==> config.mk <==
export PLATFORM = sky130hd
export DESIGN_NAME = tick_gen_multi
export DESIGN_NICKNAME = d
export VERILOG_FILES = /design/src/rtl/tick_gen_multi.sv
export SDC_FILE = /design/constraint.sdc
export NUM_CORES = 1
export LEC_CHECK = 0
export ABC_AREA = 1
export ABC_CLOCK_PERIOD_IN_PS = 2000
export BUFFER_PORTS_ARGS = -buffer_cell sky130_fd_sc_hd__buf_4
export CAP_MARGIN = 20
export CORE_MARGIN = 8
export CORE_UTILIZATION = 45
export DETAILED_ROUTE_END_ITERATION = 16
export HOLD_SLACK_MARGIN = 0.06
export PLACE_DENSITY = 0.75
export SYNTH_ARGS = -nofsm -noshare
export SYNTH_HDL_FRONTEND = slang
export SYNTH_SLANG_ARGS = --single-unit
==> constraint.sdc <==
create_clock -name clk -period 2 [get_ports clk]
set_input_delay 0.3 -clock clk [delete_from_list [all_inputs] [get_ports clk]]
set_output_delay 0.3 -clock clk [all_outputs]
set_load 0.01 [all_outputs]
==> src/rtl/tick_gen_multi.sv <==
// Multi-channel programmable tick generator: NUM_CH independent one-cycle strobes,
// each with its own period, periodic/one-shot mode and start/stop, plus a global pause.
`timescale 1ns/1ps
module tick_gen_multi #(
  parameter int          NUM_CH         = 4,
  parameter int          CNT_W          = 32,
  parameter int unsigned DEFAULT_PERIOD = 650000,
  parameter bit          AUTO_RUN       = 1'b1,
  localparam int         CH_W           = (NUM_CH > 1) ? $clog2(NUM_CH) : 1
) (
  input  logic              clk,
  input  logic              rst,
  input  logic              cfg_we,
  input  logic [CH_W-1:0]   cfg_ch,
  input  logic [CNT_W-1:0]  cfg_period,
  input  logic              cfg_oneshot,
  input  logic [NUM_CH-1:0] start,
  input  logic [NUM_CH-1:0] stop,
  input  logic              pause,
  output logic [NUM_CH-1:0] tick,
  output logic [NUM_CH-1:0] running
);

  genvar gi;

  generate
    for (gi = 0; gi < NUM_CH; gi++) begin : g_ch
      logic [CNT_W-1:0] period_reg, period_next;
      logic [CNT_W-1:0] cnt_reg, cnt_next;
      logic             oneshot_reg, oneshot_next;
      logic             run_reg, run_next;
      logic             tick_reg, tick_next;
      logic             wr_sel;

      // Out-of-range channel indices match no channel, so such writes are dropped.
      assign wr_sel = cfg_we && (cfg_ch == CH_W'(gi));

      always_comb begin
        period_next  = period_reg;
        oneshot_next = oneshot_reg;
        cnt_next     = cnt_reg;
        run_next     = run_reg;
        tick_next    = 1'b0;

        if (wr_sel) begin
          period_next  = cfg_period;
          oneshot_next = cfg_oneshot;
        end

        // The compare uses the period held before this edge; a write lands for the next one.
        if (stop[gi]) begin
          run_next = 1'b0;
          cnt_next = '0;
        end else if (start[gi]) begin
          run_next = 1'b1;
          cnt_next = '0;
        end else if (run_reg && !pause) begin
          if (cnt_reg >= period_reg) begin
            tick_next = 1'b1;
            cnt_next  = '0;
            if (oneshot_reg) begin
              run_next = 1'b0;
            end
          end else begin
            cnt_next = cnt_reg + CNT_W'(1);
          end
        end
      end

      always_ff @(posedge clk) begin
        if (rst) begin
          period_reg  <= CNT_W'(DEFAULT_PERIOD);
          oneshot_reg <= 1'b0;
          cnt_reg     <= '0;
          run_reg     <= AUTO_RUN;
          tick_reg    <= 1'b0;
        end else begin
          period_reg  <= period_next;
          oneshot_reg <= oneshot_next;
          cnt_reg     <= cnt_next;
          run_reg     <= run_next;
          tick_reg    <= tick_next;
        end
      end

      assign tick[gi]    = tick_reg;
      assign running[gi] = run_reg;
    end
  endgenerate

endmodule
# Yosys cells after proc, flatten, opt, wreduce, memory -nomap -nowiden
# Index checks and enable logic that the tools add are counted.
[totals]
reg_bits = 268
out_inout_bits = 8
word_cells = 97
[op_classes]
addsub = 4
n_eq_ne = 3
bitwise = 4
n_mux = 28
reduce_logical = 34
n_lt_le_gt_ge = 4
[op_table]
columns = ["op", "count"]
rows = [
  ["32-bit by 1-bit adder with 32-bit output, second input constant", 4],
  ["32-bit greater-or-equal comparator", 4],
  ["32-bit 2-to-1 mux", 4],
  ["3-bit nonzero test", 12],
  ["1-bit 2-to-1 mux", 24],
  ["4-bit OR reduction", 4],
  ["3-bit AND reduction", 4],
  ["3-bit OR reduction", 4],
  ["1-bit logical AND", 8],
  ["2-bit == test, second input constant", 2],
  ["1-bit NOT", 4],
  ["2-bit by 1-bit == test with 1-bit output, second input constant", 1],
  ["2-bit zero test", 1],
  ["1-bit zero test", 1],
]

# Longest topological paths before layout
[logic_depth]
word_depth = 5
ltp_mapped = 18
mapped_depth_nobuf = 16

# Least setup slack after synthesis
# Ideal clock, no wire load.
[synth_path]
path_kind = "reg-to-reg"
from = "reg g_ch[0].cnt_reg[15]"
to = "reg g_ch[0].cnt_reg[18]"
arrival_ns = 1.768
t_required_ns = 1.883
path_stages_with_launch = 14
setup_time_ns = 0.117
path_slack_ns = 0.115
synth_period_minus_slack_ns = 1.885
path_cell_list = "dfxtp_1 > ha_1 > nand2_1 > nor2_1 > nand2_1 > nor2_1 > nor2_1 > nand2_1 > nand2_1 > nand2_1 > nand2_1 > nand2_1 > buf_2 > nor2_1"
[synth_via]
elab_chain_cells = 2
elab_cells_between_ends = 3
[synth_lines]
columns = ["element", "line", "rtl"]
rows = [
  ["start: declaration", "29", "logic [CNT_W-1:0] cnt_reg, cnt_next;"],
  ["start signal: assignment", "80", "cnt_reg <= cnt_next;"],
  ["32-bit by 1-bit adder with 32-bit output or 32-bit greater-or-equal comparator (tied branches)", "65, 58", ""],
  ["32-bit 2-to-1 mux (*)", "58", "if (cnt_reg >= period_reg) begin"],
]
# Every way passes the cells marked *; elsewhere a longest branch is shown, timed or not.
# A chain may end at the register's enable or synchronous reset.

# Worst setup path in the final report
[layout_path]
from = "reg g_ch[0].period_reg[9]"
to = "reg g_ch[0].cnt_reg[16]"
[layout_via]
elab_chain_cells = 2
[layout_lines]
columns = ["element", "line", "rtl"]
rows = [
  ["start: declaration", "28", "logic [CNT_W-1:0] period_reg, period_next;"],
  ["start signal: assignment", "72", "period_reg <= CNT_W'(DEFAULT_PERIOD);"],
  ["start signal: assignment", "78", "period_reg <= period_next;"],
  ["32-bit greater-or-equal comparator", "58", ""],
  ["32-bit 2-to-1 mux", "58", ""],
]
# Every way passes these cells.

==> impl_metrics.csv <==
group,metric,value,unit
critical_path,endpoint,"g_ch[0].cnt_reg[16]",
cells_and_area,drive_gt1_share,14.0,%
logic_synthesis,synthCells,2207,
power,p_per_area,664,nW/um2
floorplan,dieHeight,201,um
cells_and_area,area_growth,19.0,%
timing,skew,0.0187,ns
global_route,overflow,0,
logic_synthesis,avgSynthCellArea,6.96,um2
floorplan,initial_core_util,45.7,%
logic_synthesis,synth-async-reset-ratio,0,%
placement,post-place-ws,-0.00596,ns
critical_path,r2r-start,"g_ch[0].period_reg[9]",
global_route,grt_usage,19.5,%
logic_synthesis,synth_area_leaders,"dfxtp_1, nand2_1, ha_1, inv_1, nor2_1",
cts,cts_tree,"done",
detailed_routing,post_drt_wl_per_cell,14.8,um
hold_path,hp-class,"in2reg",
floorplan,rows,67,
floorplan,core_area,33600,um2
power,power.leakage,8.29,nW
floorplan,die-area,40300,um2
detailed_routing,antenna_left,0,
logic_synthesis,netlist_area,15400,um2
outcome,run_status,"finished, final reports clean",
cells_and_area,final_common_cell,"nand2_1",
placement,gp_congestion,0.893,
detailed_routing,drtIter0Drc,943,
timing,fin_ws,0.0743,ns
timing,fmax,0.519,GHz
cts,htree_levels,1,
logic_synthesis,synth-edff-count,0,
logic_synthesis,synth_top_area_cell,"dfxtp_1",
critical_path,crit_path_max_fanout,6,
global_route,grt_antenna_before_repair,0,
global_route,grt_max_degree,48,
cts,cts.sinks,268,
critical_path,required,2.46,ns
timing,worstMarginPinSlew,0.544,ns
critical_path,arrival,2.38,ns
timing,fin_setup_tns,0,ns
global_route,grt_pass1_vias,13624,
power,peakVddDrop,0.000693,V
timing,finalCritPeriodShare,96.3,%
cts,cts_buffers,29,
floorplan,ioPinCount,55,
logic_synthesis,synth_top_area_share,34.9,%
logic_synthesis,ys_seq_elements,268,
critical_path,regToRegSetupSlack,0.07,ns
floorplan,die_w,201,um
cts,cts.path.max_buffers,3,
critical_path,r2r_end,"g_ch[0].cnt_reg[16]",
logic_synthesis,syn_nets,2386,
timing,slew_headroom,63.4,%
cells_and_area,nNetsFinal,2518,
critical_path,cp-startpoint,"g_ch[0].period_reg[9]",
timing,setup_viol,0,
cts,path_clk_slew,0.06,ns
critical_path,r2r_cells,16,
logic_synthesis,ys_seq_area_share,34.9,%
timing,fin_crit,1.93,ns
timing,hold_ws,0.0803,ns
detailed_routing,drc,0,
detailed_routing,viasPerCell,5.16,
timing,report.final.slew_viol_count,0,
critical_path,critPathLaunchType,"flip-flop",
cts,clkLatencyLatePin,0.55,ns
critical_path,endpoint_kind,"flip-flop",
logic_synthesis,yosys_warnings,0,
job,drv_cap,0,
global_route,grt_pass1_wl,66300,um
placement,dpl.hpwl,30800,um
logic_synthesis,synth.distinct_cells,40,
cells_and_area,mostFrequentLayoutCells,"nand2_1, inv_1, nor2_1, dfxtp_1, a21oi_1",
placement,io_buffers,54,
critical_path,critPathKind,"reg2reg",
logic_synthesis,synth-main-ff-cell,"dfxtp_1",
detailed_routing,vias,14498,
cts,clock-root-buffer,"clkbuf_16",
detailed_routing,dr.pass1.iters,6,
detailed_routing,routed_wl,41600,um
timing,finalHoldViolCount,0,
-- area by class of cell --
type | count | area (um2)
clock buffers | 41 | 831
multi-input cells | 1560 | 8790
fillers | 3094 | 15300
repair buffers | 161 | 1340
well taps | 448 | 561
inverters | 319 | 1200
diodes | 1 | 2.50
flip-flops and latches | 268 | 5380
clock inverters | 11 | 158
-- power by group --
| group | internal (mW) | switching [mW] |
|---|---|---|
| Clock | 3.39 | 2.19 |
| Sequential | 5.49 | 0.0520 |
| Combinational | 0.361 | 0.663 |
| Total | 9.23 | 2.91 |
-- through the flow --
stage                     cell area [um2]  utilization, %  std cells  power, mW
after floorplan                     15400               -       2207       6.22
after global placement              16700            49.7       2734       6.55
after detailed placement            16700            49.7       2734       6.59
after CTS                           17800            53.1       2799       12.2
after global routing                18300            54.4       2808       12.6
final                               18300            54.4       2809       12.1
-- routing by layer --
layer | global-route usage [%] | vias up | wire length, um
met4 | 8.28 | 0 | 1610
li1 | - | 7392 | -
met1 | 24.1 | 6664 | 18200
met5 | 0 | - | 0
met3 | 2.94 | 95 | 2120
met2 | 33.4 | 347 | 19800
-- cell usage after synthesis, types with 11 or more instances --
| cell type | n |
|---|---|
| nand2_1 | 508 |
| inv_1 | 312 |
| nor2_1 | 281 |
| dfxtp_1 | 268 |
| a21oi_1 | 179 |
| o21ai_0 | 139 |
| ha_1 | 132 |
| nand3_1 | 69 |
| clkbuf_1 | 42 |
| nand4_1 | 42 |
| nor3_1 | 41 |
| xor2_1 | 31 |
| o211ai_1 | 27 |
| o22ai_1 | 12 |
| nor2_4 | 11 |
-- kinds of logic after synthesis --
family                     count (synthesis)  synth area share, %
and+or+nand+nor                         1008                 29.2
AOI/OAI and AO/OA                        379                 13.2
buffers and inverters                    379                 9.59
DFF                                      268                 34.9
xor gates and xnor gates                  41                 2.34
adders and majority gates                132                 10.8
-- what timing repair did --
item | in CTS | in global routing
hold endpoints to repair | 14 | 0
cloned | 0 | 5
setup buffers | 0 | 4
gates resized for setup | 3 | 87
hold buffers | 13 | 0
setup endpoints to repair | 13 | 122
pin swaps | 0 | 17
-- worst max-delay path: stages, from the launching register on --
cell and delay (ns):
dfxtp_1 0.31, inv_1 0.06, ha_1 0.30, nand2_1 0.07, nand2_1 0.04, nand2_1 0.05, nand2_1 0.04, nand2_1 0.05
nand2_1 0.05, nor2_1 0.10, nand2_1 0.09, nand2_2 0.11, nand2_2 0.07, nand2_2 0.10, nand2_4 0.09, buf_12 0.16
nor3_2 0.14
-- worst min-delay path by stage --
stage	from	end	slack, ns	cells past startpoint
after floorplan	start[0]	g_ch[0].run_reg	0.43	2
after global placement	g_ch[3].period_reg[7]	g_ch[3].period_reg[7]	0.45	2
after detailed placement	g_ch[1].period_reg[28]	g_ch[1].period_reg[28]	0.45	2
after CTS	cfg_period[9]	g_ch[3].period_reg[9]	0.06	3
after global routing	cfg_period[8]	g_ch[2].period_reg[8]	0.07	3
final	cfg_period[8]	g_ch[3].period_reg[8]	0.08	3
(Power assumes the default switching activity.)
